$ cat src/rtl/ex_mem_buffer.sv
// EX/MEM elastic stage: two-entry skid buffer carrying ALU result and MEM/WB control.
// Optional EXMEM_STALL_CNT_EN adds a saturating count of cycles where MEM back-pressures.
module ex_mem_buffer #(
  parameter int DATA_W = 32,
  parameter int REG_W  = 5
) (
  input  logic              clk,
  input  logic              rst_n,
  input  logic              flush,
  input  logic              in_valid,
  output logic              in_ready,
  input  logic [DATA_W-1:0] in_result,
  input  logic              in_zero,
  input  logic [DATA_W-1:0] in_store_data,
  input  logic [REG_W-1:0]  in_dest,
  input  logic              in_reg_write,
  input  logic              in_mem_read,
  input  logic              in_mem_write,
  input  logic              in_mem_to_reg,
  output logic              out_valid,
  input  logic              out_ready,
  output logic [DATA_W-1:0] out_result,
  output logic              out_zero,
  output logic [DATA_W-1:0] out_store_data,
  output logic [REG_W-1:0]  out_dest,
  output logic              out_reg_write,
  output logic              out_mem_read,
  output logic              out_mem_write,
  output logic              out_mem_to_reg
`ifdef EXMEM_STALL_CNT_EN
  ,
  output logic [31:0]       stall_cnt
`endif
);

  typedef struct packed {
    logic [DATA_W-1:0] result;
    logic              zero;
    logic [DATA_W-1:0] store_data;
    logic [REG_W-1:0]  dest;
    logic              reg_write;
    logic              mem_read;
    logic              mem_write;
    logic              mem_to_reg;
  } ent_t;

  ent_t main_q, skid_q, cap;
  logic main_vld, skid_vld, rdy_q;
  logic in_xfer, out_xfer;

  assign in_xfer  = in_valid & rdy_q;
  assign out_xfer = main_vld & out_ready;

  // Writes to r0 are architecturally discarded; kill them at capture.
  always_comb begin
    cap.result     = in_result;
    cap.zero       = in_zero;
    cap.store_data = in_store_data;
    cap.dest       = in_dest;
    cap.reg_write  = in_reg_write & (in_dest != '0);
    cap.mem_read   = in_mem_read;
    cap.mem_write  = in_mem_write;
    cap.mem_to_reg = in_mem_to_reg;
  end

  always_ff @(posedge clk or negedge rst_n) begin
    if (!rst_n) begin
      main_q   <= '0;
      skid_q   <= '0;
      main_vld <= 1'b0;
      skid_vld <= 1'b0;
      rdy_q    <= 1'b1;
    end else if (flush) begin
      main_vld <= 1'b0;
      skid_vld <= 1'b0;
      rdy_q    <= 1'b1;
    end else if (!main_vld) begin
      if (in_xfer) begin
        main_q   <= cap;
        main_vld <= 1'b1;
      end
    end else if (!skid_vld) begin
      if (out_xfer && in_xfer) begin
        main_q <= cap;
      end else if (out_xfer) begin
        main_vld <= 1'b0;
      end else if (in_xfer) begin
        skid_q   <= cap;
        skid_vld <= 1'b1;
        rdy_q    <= 1'b0;
      end
    end else if (out_xfer) begin
      // Full: older entry already left, skid takes its place.
      main_q   <= skid_q;
      skid_vld <= 1'b0;
      rdy_q    <= 1'b1;
    end
  end

  assign in_ready       = rdy_q;
  assign out_valid      = main_vld;
  assign out_result     = main_q.result;
  assign out_zero       = main_q.zero;
  assign out_store_data = main_q.store_data;
  assign out_dest       = main_q.dest;
  assign out_reg_write  = main_q.reg_write;
  assign out_mem_read   = main_q.mem_read;
  assign out_mem_write  = main_q.mem_write;
  assign out_mem_to_reg = main_q.mem_to_reg;

`ifdef EXMEM_STALL_CNT_EN
  always_ff @(posedge clk or negedge rst_n) begin
    if (!rst_n)
      stall_cnt <= '0;
    else if (main_vld && !out_ready && stall_cnt != 32'hFFFF_FFFF)
      stall_cnt <= stall_cnt + 32'd1;
  end
`endif

endmodule

$ cat config.mk
export PLATFORM = sky130hd
export DESIGN_NAME = ex_mem_buffer
export DESIGN_NICKNAME = d
export VERILOG_FILES = /design/src/rtl/ex_mem_buffer.sv
export SDC_FILE = /design/constraint.sdc
export NUM_CORES = 1
export LEC_CHECK = 0
export CORE_ASPECT_RATIO = 1.75
export CORE_MARGIN = 2
export CORE_UTILIZATION = 50
export CTS_CLUSTER_DIAMETER = 200
export DETAILED_ROUTE_END_ITERATION = 6
export PLACE_DENSITY_LB_ADDON = 0.05
export SLEW_MARGIN = 40
export SYNTH_ARGS = -nofsm -noshare
export SYNTH_HDL_FRONTEND = slang
export SYNTH_SLANG_ARGS = --single-unit
$ cat constraint.sdc
create_clock -name clk -period 4.8 [get_ports clk]
set_input_delay 0.48 -clock clk [delete_from_list [all_inputs] [get_ports clk]]
set_output_delay 0.48 -clock clk [all_outputs]
set_load 0.02 [all_outputs]
Word level (Yosys, flattened, before mapping)
Index checks and enable logic that the tools add are counted.
{"block": "totals", "register_bits": 151, "input_bits": 79, "output_inout_bits": 76, "elab_cells": 62}
{"block": "op_classes", "n_eq_ne": 5, "mux": 23, "n_bitwise": 7, "n_reduce_logical": 8}
{"cell": "$mux W74", "n": 5}
{"cell": "$mux W1", "n": 18}
{"cell": "$ne A3 B2 Y1 const B", "n": 2}
{"cell": "$ne A3 B3 Y1 const B", "n": 2}
{"cell": "$reduce_and A6 Y1", "n": 1}
{"cell": "$reduce_and A5 Y1", "n": 1}
{"cell": "$reduce_bool A5 Y1", "n": 1}
{"cell": "$not A1 Y1", "n": 4}
{"cell": "$reduce_and A4 Y1", "n": 1}
{"cell": "$reduce_bool A2 Y1", "n": 2}
{"cell": "$and A1 B1 Y1", "n": 3}
{"cell": "$ne A3 B1 Y1 const B", "n": 1}
{"cell": "$reduce_bool A3 Y1", "n": 1}
{"cell": "$logic_and A1 B1 Y1", "n": 1}

Longest topological paths before layout
{"block": "logic_depth", "word_depth": 7, "depth_mapped": 5}

Least setup slack after synthesis
No wires, ideal clock.
{"block": "synth_timing", "kind": "register to register", "start": "reg main_vld, in the netlist out_valid", "end": "reg main_q, in the netlist out_mem_write", "arrival_ns": 1.665, "path_slack_ns": 3.010, "path_stages_with_launch": 6, "path_buffers": 2, "synth_period_minus_slack_ns": 1.790, "path_cell_list": "dfrtp_1 -> nand2_1 -> a211oi_1 -> buf_4 -> buf_6 -> mux2_2"}
{"block": "synth_between", "elab_chain_len": 4, "elab_cells_between_ends": 7, "classes_between": "eq/ne: 2; mux: 1; bitwise: 1; reduce/logical: 3"}
{"element": "start: declaration", "line": "48", "text": "logic main_vld, skid_vld, rdy_q;"}
{"element": "start signal: assignment", "line": "70", "text": "main_vld <= 1'b0;"}
{"element": "start signal: assignment", "line": "74", "text": "main_vld <= 1'b0;"}
{"element": "start signal: assignment", "line": "80", "text": "main_vld <= 1'b1;"}
{"element": "$and A1 B1 Y1", "line": "52", "text": "assign out_xfer = main_vld & out_ready;"}
{"element": "$logic_and A1 B1 Y1", "line": "83", "text": "if (out_xfer && in_xfer) begin"}
{"element": "$ne A3 B1 Y1 (no source line)"}
{"element": "$reduce_and A4 Y1 (no source line)"}
{"element": "end signal: assignment", "line": "79", "text": "main_q <= cap;"}
{"element": "end signal: assignment", "line": "84", "text": "main_q <= cap;"}
{"element": "end signal: assignment", "line": "94", "text": "main_q <= skid_q;"}
{"element": "end: declaration", "line": "47", "text": "ent_t main_q, skid_q, cap;"}
Parallel ways exist; a longest one is shown, timed or not.
A chain may end at the register's enable or synchronous reset.

Worst setup path after layout
{"block": "layout_timing", "start": "reg main_vld, in the netlist out_valid", "end": "reg main_q, in the netlist out_result[0]"}
Same word-level chain as after synthesis.

==> flow_metrics.env <==
export IMPL_post_synth_mux_area_share_pct=37.54
export IMPL_dp_hpwl_mm=8.435
export IMPL_cts_buffers=17
export IMPL_synth_top_family_by_area="multiplexers"
export IMPL_max_ffs_per_register=74
export IMPL_postSynthCellCount=416
export IMPL_synth_compound_area_share_pct=1.195
export IMPL_clk_root_buffer_cell="sky130_fd_sc_hd__clkbuf_16"
export IMPL_fp_row_count=55
export IMPL_cts_htree_levels=4
export IMPL_critical_path_peak_fanout=76
export IMPL_synth_top_cells_by_area="sky130_fd_sc_hd__dfrtp_1 57%, sky130_fd_sc_hd__mux2_2 26%, sky130_fd_sc_hd__mux2_1 11%"
export IMPL_synthXorXnorAreaFrac_pct=0
export IMPL_synthMostInstantiatedCell="sky130_fd_sc_hd__mux2_2"
export IMPL_initial_cell_density_of_the_core_pct=50.99
export IMPL_clock_skew_ps=6.082
export IMPL_crit_chain="nand2_8 > a211oi_4 > buf_4 > mux2_2"
export IMPL_via_count_of_the_first_global_routing_pass=4345
export IMPL_gp_routability_congestion=0.7496
export IMPL_post_drt_wl_per_cell_um=17.30
export IMPL_timing_critical_path_from_type="flop"
export IMPL_syn2layout_area_growth_pct=35.03
export IMPL_antenna_cells_inserted=0
export IMPL_timing_critical_path_to_type="flop"
export IMPL_die_y_um=155.9
export IMPL_drt_first_pass_iters=4
export IMPL_synth_seq_area_share_pct=57.30
export IMPL_pre_cts_slack_ps=2095
export IMPL_leakage_nw=3.765
export IMPL_yosys_register_bits=151
export IMPL_crit_required_ps=5090
export IMPL_synth_ff_type="sky130_fd_sc_hd__dfrtp_1"
export IMPL_maximum_number_of_buffers_from_clock_root_to_sink=2
export IMPL_mean_area_per_synthesized_cell_um2=15.86
export IMPL_cpMaxStageDelayCell="sky130_fd_sc_hd__dfrtp_1"
export IMPL_rsz_0062_raised_after_global_routing="no"
export IMPL_grt_use_total_pct=19.45
export IMPL_cts_setup_buffers=0
export IMPL_mappedNetlistArea_um2=6596
export IMPL_die_width_um=90.83
export IMPL_period_share_pct=51.79
export IMPL_synth_simple_area_share_pct=0.7777
export IMPL_edff_count_synth=0
export IMPL_layout_filler_cells=959
export IMPL_clkSlewWorstSetupHoldPaths_ps=60
export IMPL_synth_yosys_warnings=0
export IMPL_cts_tree="yes"
export IMPL_synth_area_leader_cell="sky130_fd_sc_hd__dfrtp_1"
export IMPL_io_pins=155
export IMPL_finish_instance_area_um2=8907
export IMPL_place_port_buffers=154
export IMPL_regMostFlops="skid_q"
export IMPL_core_area_um2=12940
export IMPL_drt_vias_per_instance=5.243
export IMPL_layout_drive_gt1_share_pct=33.45
export IMPL_timing_max_transition_violations_final=0
export IMPL_max_freq_mhz=402.3
export IMPL_die_area_um2=14160
export IMPL_synth_async_reset_ratio_pct=100.0
export IMPL_placement_cell_area_um2=8225
export IMPL_critPathKind="reg -> reg"
export IMPL_timing_max_cap_violations=0
export IMPL_synth_largest_type_area_fraction_pct=56.90
export IMPL_max_slew_worst_pin_slew_ps=744.8
export IMPL_drc=0
export IMPL_slew_headroom_pct=50.35
export IMPL_clock_latency_ps=410
export IMPL_global_route_total_overflow=0
export IMPL_setup_viol_count_final=0
export IMPL_critPathArrivalTime_ps=2780
export IMPL_cellPowerDensity_nw_per_um2=492.2
export IMPL_drtIter0Drc=96
export IMPL_ir_drop_mv=0.3336
export IMPL_finalSetupTns_ps=0
export IMPL_timing_final_hold_violations=0
export IMPL_netlist_cell_type_count=24
export IMPL_worstHoldPathType="reg -> reg"
export IMPL_synth_adder_area_share_pct=0
export IMPL_drt_wl_total_mm=13.05
export IMPL_grt_pass1_wl_mm=21.64
export IMPL_status="finished clean"
export IMPL_cpPeakStageDelay_ps=560
export IMPL_layout_nets=650
export IMPL_final_antenna_net_count=0
export IMPL_vias=3953
export IMPL_post_route_min_period_ps=2486
export IMPL_syn_nets=495
export IMPL_synth_cells_most_frequent="155 x sky130_fd_sc_hd__mux2_2, 150 x sky130_fd_sc_hd__dfrtp_1, 64 x sky130_fd_sc_hd__mux2_1, 10 x sky130_fd_sc_hd__buf_6, 9 x sky130_fd_sc_hd__buf_4"
export IMPL_layout_setup_ws_ps=2314
export IMPL_ctsResizeCount=0
export IMPL_tritoncts_num_sinks=151
export IMPL_pin_count_of_the_biggest_net_entering_global_routing=107
export IMPL_antenna_found_initial=0
## through the flow
stage / cells / utilization [%] / power (mW) / hold slack, ps
2_1_floorplan: 416 / - / 2.420 / 184.4
3_3_place_gp: 721 / 63.45 / 2.924 / 462.9
3_5_place_dp: 721 / 63.58 / 2.978 / 475.0
4_1_cts: 752 / 68.56 / 4.430 / 147.9
5_1_grt: 754 / 68.85 / 4.595 / 501.5
6_report: 754 / 68.85 / 4.384 / 480.7
## where the power goes
part / total [mW] / switching, mW / leakage, nW / internal (mW)
Combinational: 1.10 / 0.468 / 1.63 / 0.630
Clock: 1.44 / 0.506 / 0.309 / 0.933
Sequential: 1.85 / 0.194 / 1.83 / 1.65
Total: 4.38 / 1.17 / 3.77 / 3.22
## layout make-up
cell class,instances,area (µm²),area share [%]
clock buffer,19,442.9,4.973
timing repair buffer,160,1618,18.16
multi-input combinational,239,2644,29.68
clock inverter,12,201.4,2.262
tap,171,214.0,2.402
sequential,151,3780,42.44
inverter,2,7.507,0.08428
## routing by layer
| metal | wire length [µm] | global-route usage (%) |
|---|---|---|
| met1 | 5386 | 23.00 |
| met2 | 6867 | 34.15 |
| met3 | 596 | 5.797 |
| met4 | 197 | 5.988 |
| met5 | 0 | 0 |
## repair_timing
| action | 4_1_cts | 5_1_grt |
|---|---|---|
| hold buffers | 0 | 1 |
| endpoints found under the setup margin | 0 | 0 |
| hold endpoints to repair | 0 | 35 |
## worst max-delay path, delay by kind of cell (launching register included)
kind	cells	cell delay, ps
flops	1	560
buf+inv	1	500
simple gates	1	470
compound gates	1	410
mux	1	400
## cells in the final DEF (no fill, tap or decap)
cell / synthesis / layout
sky130_fd_sc_hd__nand3b_1: 1 / 1
sky130_fd_sc_hd__a2111oi_0: 1 / 1
sky130_fd_sc_hd__mux2i_1: 1 / 1
sky130_fd_sc_hd__clkinv_2: 0 / 2
sky130_fd_sc_hd__a31oi_1: 1 / 1
sky130_fd_sc_hd__a2bb2oi_1: 1 / 1
sky130_fd_sc_hd__bufinv_16: 0 / 5
sky130_fd_sc_hd__clkinvlp_4: 0 / 2
sky130_fd_sc_hd__inv_1: 2 / 2
sky130_fd_sc_hd__mux2_2: 155 / 155
sky130_fd_sc_hd__and2b_1: 1 / 1
sky130_fd_sc_hd__a21oi_1: 3 / 3
sky130_fd_sc_hd__buf_8: 0 / 1
sky130_fd_sc_hd__or4_1: 1 / 1
sky130_fd_sc_hd__dfrtp_1: 150 / 150
sky130_fd_sc_hd__buf_6: 10 / 1
sky130_fd_sc_hd__clkdlybuf4s50_1: 0 / 153
sky130_fd_sc_hd__buf_4: 9 / 3
sky130_fd_sc_hd__buf_16: 0 / 1
sky130_fd_sc_hd__and3_1: 1 / 1
sky130_fd_sc_hd__dfstp_2: 1 / 1
sky130_fd_sc_hd__mux2_1: 64 / 64
sky130_fd_sc_hd__clkinv_4: 0 / 3
sky130_fd_sc_hd__nand2_1: 2 / 1
sky130_fd_sc_hd__a211oi_1: 2 / 1
sky130_fd_sc_hd__clkbuf_8: 0 / 1
sky130_fd_sc_hd__o21bai_1: 1 / 1
sky130_fd_sc_hd__a211oi_4: 0 / 1
sky130_fd_sc_hd__o211ai_1: 1 / 1
sky130_fd_sc_hd__clkbuf_16: 0 / 17
sky130_fd_sc_hd__nand2_8: 0 / 1
sky130_fd_sc_hd__o21ai_0: 2 / 2
sky130_fd_sc_hd__nor4b_4: 0 / 1
sky130_fd_sc_hd__dlygate4sd3_1: 0 / 1
sky130_fd_sc_hd__clkbuf_1: 2 / 1
## final timing paths
| path | cells past startpoint | end | start | slack, ps |
|---|---|---|---|---|
| max | 4 | out_result[0] | out_valid | 2310 |
| min | 1 | skid_q[12] | skid_q[12] | 480 |
| max in group asynchronous | 4 | out_store_data[30] | rst_n | 2980 |
| max reg2reg | 4 | out_result[0] | out_valid | 2310 |
| min reg2reg | 1 | skid_q[12] | skid_q[12] | 480 |
| min in group asynchronous | 2 | out_result[19] | rst_n | 560 |
## cell families after synthesis
group,after synthesis
simple gates,7
buf+inv,26
mux,220
compound gates,12
flops,151
Note: power is estimated with default switching activity, not from simulation.
==> RTL change (same settings) <==
Build with the macro `EXMEM_STALL_CNT_EN` defined.
--- a/src/rtl/ex_mem_buffer.sv
+++ b/src/rtl/ex_mem_buffer.sv
@@ -1,5 +1,7 @@
 // EX/MEM elastic stage: two-entry skid buffer carrying ALU result and MEM/WB control.
 // Optional EXMEM_STALL_CNT_EN adds a saturating count of cycles where MEM back-pressures.
+`define EXMEM_STALL_CNT_EN
+
 module ex_mem_buffer #(
   parameter int DATA_W = 32,
   parameter int REG_W  = 5
Formal check against the unedited RTL (old outputs only; new: stall_cnt): same outputs for any inputs over 4 cycles, from zero or initial values and one cycle with rst_n low; that may be too few to reach the edited logic, so the function may still have changed.
==> RTL change against the original RTL <==
  * Routed wire length rose by 43%
  * Setup slack got worse by 0.083 ns
  * Sequential cell count rose by 32
  * Total power increased by 11%
  * Cell count increased by 36%
  * Final area is 20% higher
  * Count of clock-buffer cells in the layout is the same
  * Die area is 21% higher
  * Clock skew is 0.0066 ns higher
  * Synthesized area up 22%
  * Critical path type unchanged
==> RTL change: results (changes against the original RTL) <==
path_clk_slew_ns: 0.07
synth_compound_area_frac: 0.0602  # +0.0482
io_buffers: 186  # +21%
synth_xor_area_frac: 0.0327  # +0.0327
routed_wl_um: 18600  # +43%
seq_area_frac_synth: 0.571  # -0.00242
final_nets: 903  # +39%
drive_gt1_frac: 0.146  # -0.189
cp_top_family: "simple AND/OR/NAND/NOR gates"
status: "finished clean"
internal_power_mw: 3.44  # +6.9%
yosysUniqueCellTypes: 40  # +67%
synthTopCellsByCount: "182 x dfrtp_1, 90 x nor2_1, 79 x a21oi_1"
place.gp.congestion: 0.835  # +11%
vias: 5652  # +43%
clk_latency_ns: 0.43  # +0.02 ns
dp.cells: 990  # +37%
grt_use_total: 0.219  # +0.0242
yosysWarnings: 0  # unchanged
hpwl_um: 12300  # +46%
cp_max_fo: 15  # -80%
cp_slowest_cell: "nand4b_1"
synthCells: 644  # +55%
critical_path.max_stage_delay_ns: 0.66  # +0.10 ns
met3_usage: 0.0544  # -0.00352
synth.mux.area_fraction: 0.217  # -0.158
grtUsageMet1: 0.273  # +0.0429
grt_pass1_wl_um: 29400  # +36%
drt_iter0_drc: 200  # +110%
dpl_worst_slack_ns: 1.74  # -0.352 ns
grtUsageMet2: 0.353  # +0.0113
synth-adder-area-share: 0.00156  # +0.00156
cp_data_arrival_time_ns: 2.88  # +0.10 ns
ir_worst_vdd_mv: 0.226  # -32%
hold_path_depth: 2  # +1
cts_max_path_buffers: 2  # unchanged
slew_headroom: 0.496  # -0.00754
clockRootBuffer: "clkbuf_16"
synthArstFlopShare: 1.00  # unchanged
leakagePower_nw: 5.12  # +36%
skew_ns: 0.0126  # +0.00656 ns
place_area_um2: 9990  # +21%
comb_power_mw: 1.27  # +15%
clkPwrFrac: 0.292  # -0.036
synthTopCellsByArea: "dfrtp_1 57%, mux2i_1 9.1%, mux2_4 9.0%, a21oi_1 4.9%, nor2_1 4.2%"
grt_max_degree: 149  # +39%
largest_reg_flops: 74  # unchanged
wl_per_cell_um: 18.1  # +4.9%
syn_nets: 724  # +46%
power_frac_comb: 0.261  # +0.011
worstRegToRegCells: 5  # +1
grt_pass1_vias: 5824  # +34%
==> RTL change: worst paths after layout <==
check | from | endpoint | slack [ns]
max | stall_cnt[17] | stall_cnt[1] | 2.23
min reg2reg | skid_q[3] | skid_q[3] | 0.48
min | skid_q[3] | skid_q[3] | 0.48
min in group asynchronous | rst_n | skid_q[60] | 0.54
max reg2reg | stall_cnt[17] | stall_cnt[1] | 2.23
max in group asynchronous | rst_n | in_ready | 3.01
==> RTL change: metal layers <==
layer  vias to the layer above  routed length [um]  part of all wire
met5                         -                   0                 0
met4                         0                 695             0.037
met3                        50                1040             0.056
met2                       193                9340              0.50
met1                      2777                7520              0.40
li1                       2632                   -                 -
==> RTL change: layout make-up <==
cell class	count	area [um2]
fill	1187	5140
sequential	183	4580
multi-input combinational	423	3240
timing repair buffer	194	1970
clock buffer	19	443
tap	189	236
clock inverter	13	160
inverter	4	15.0
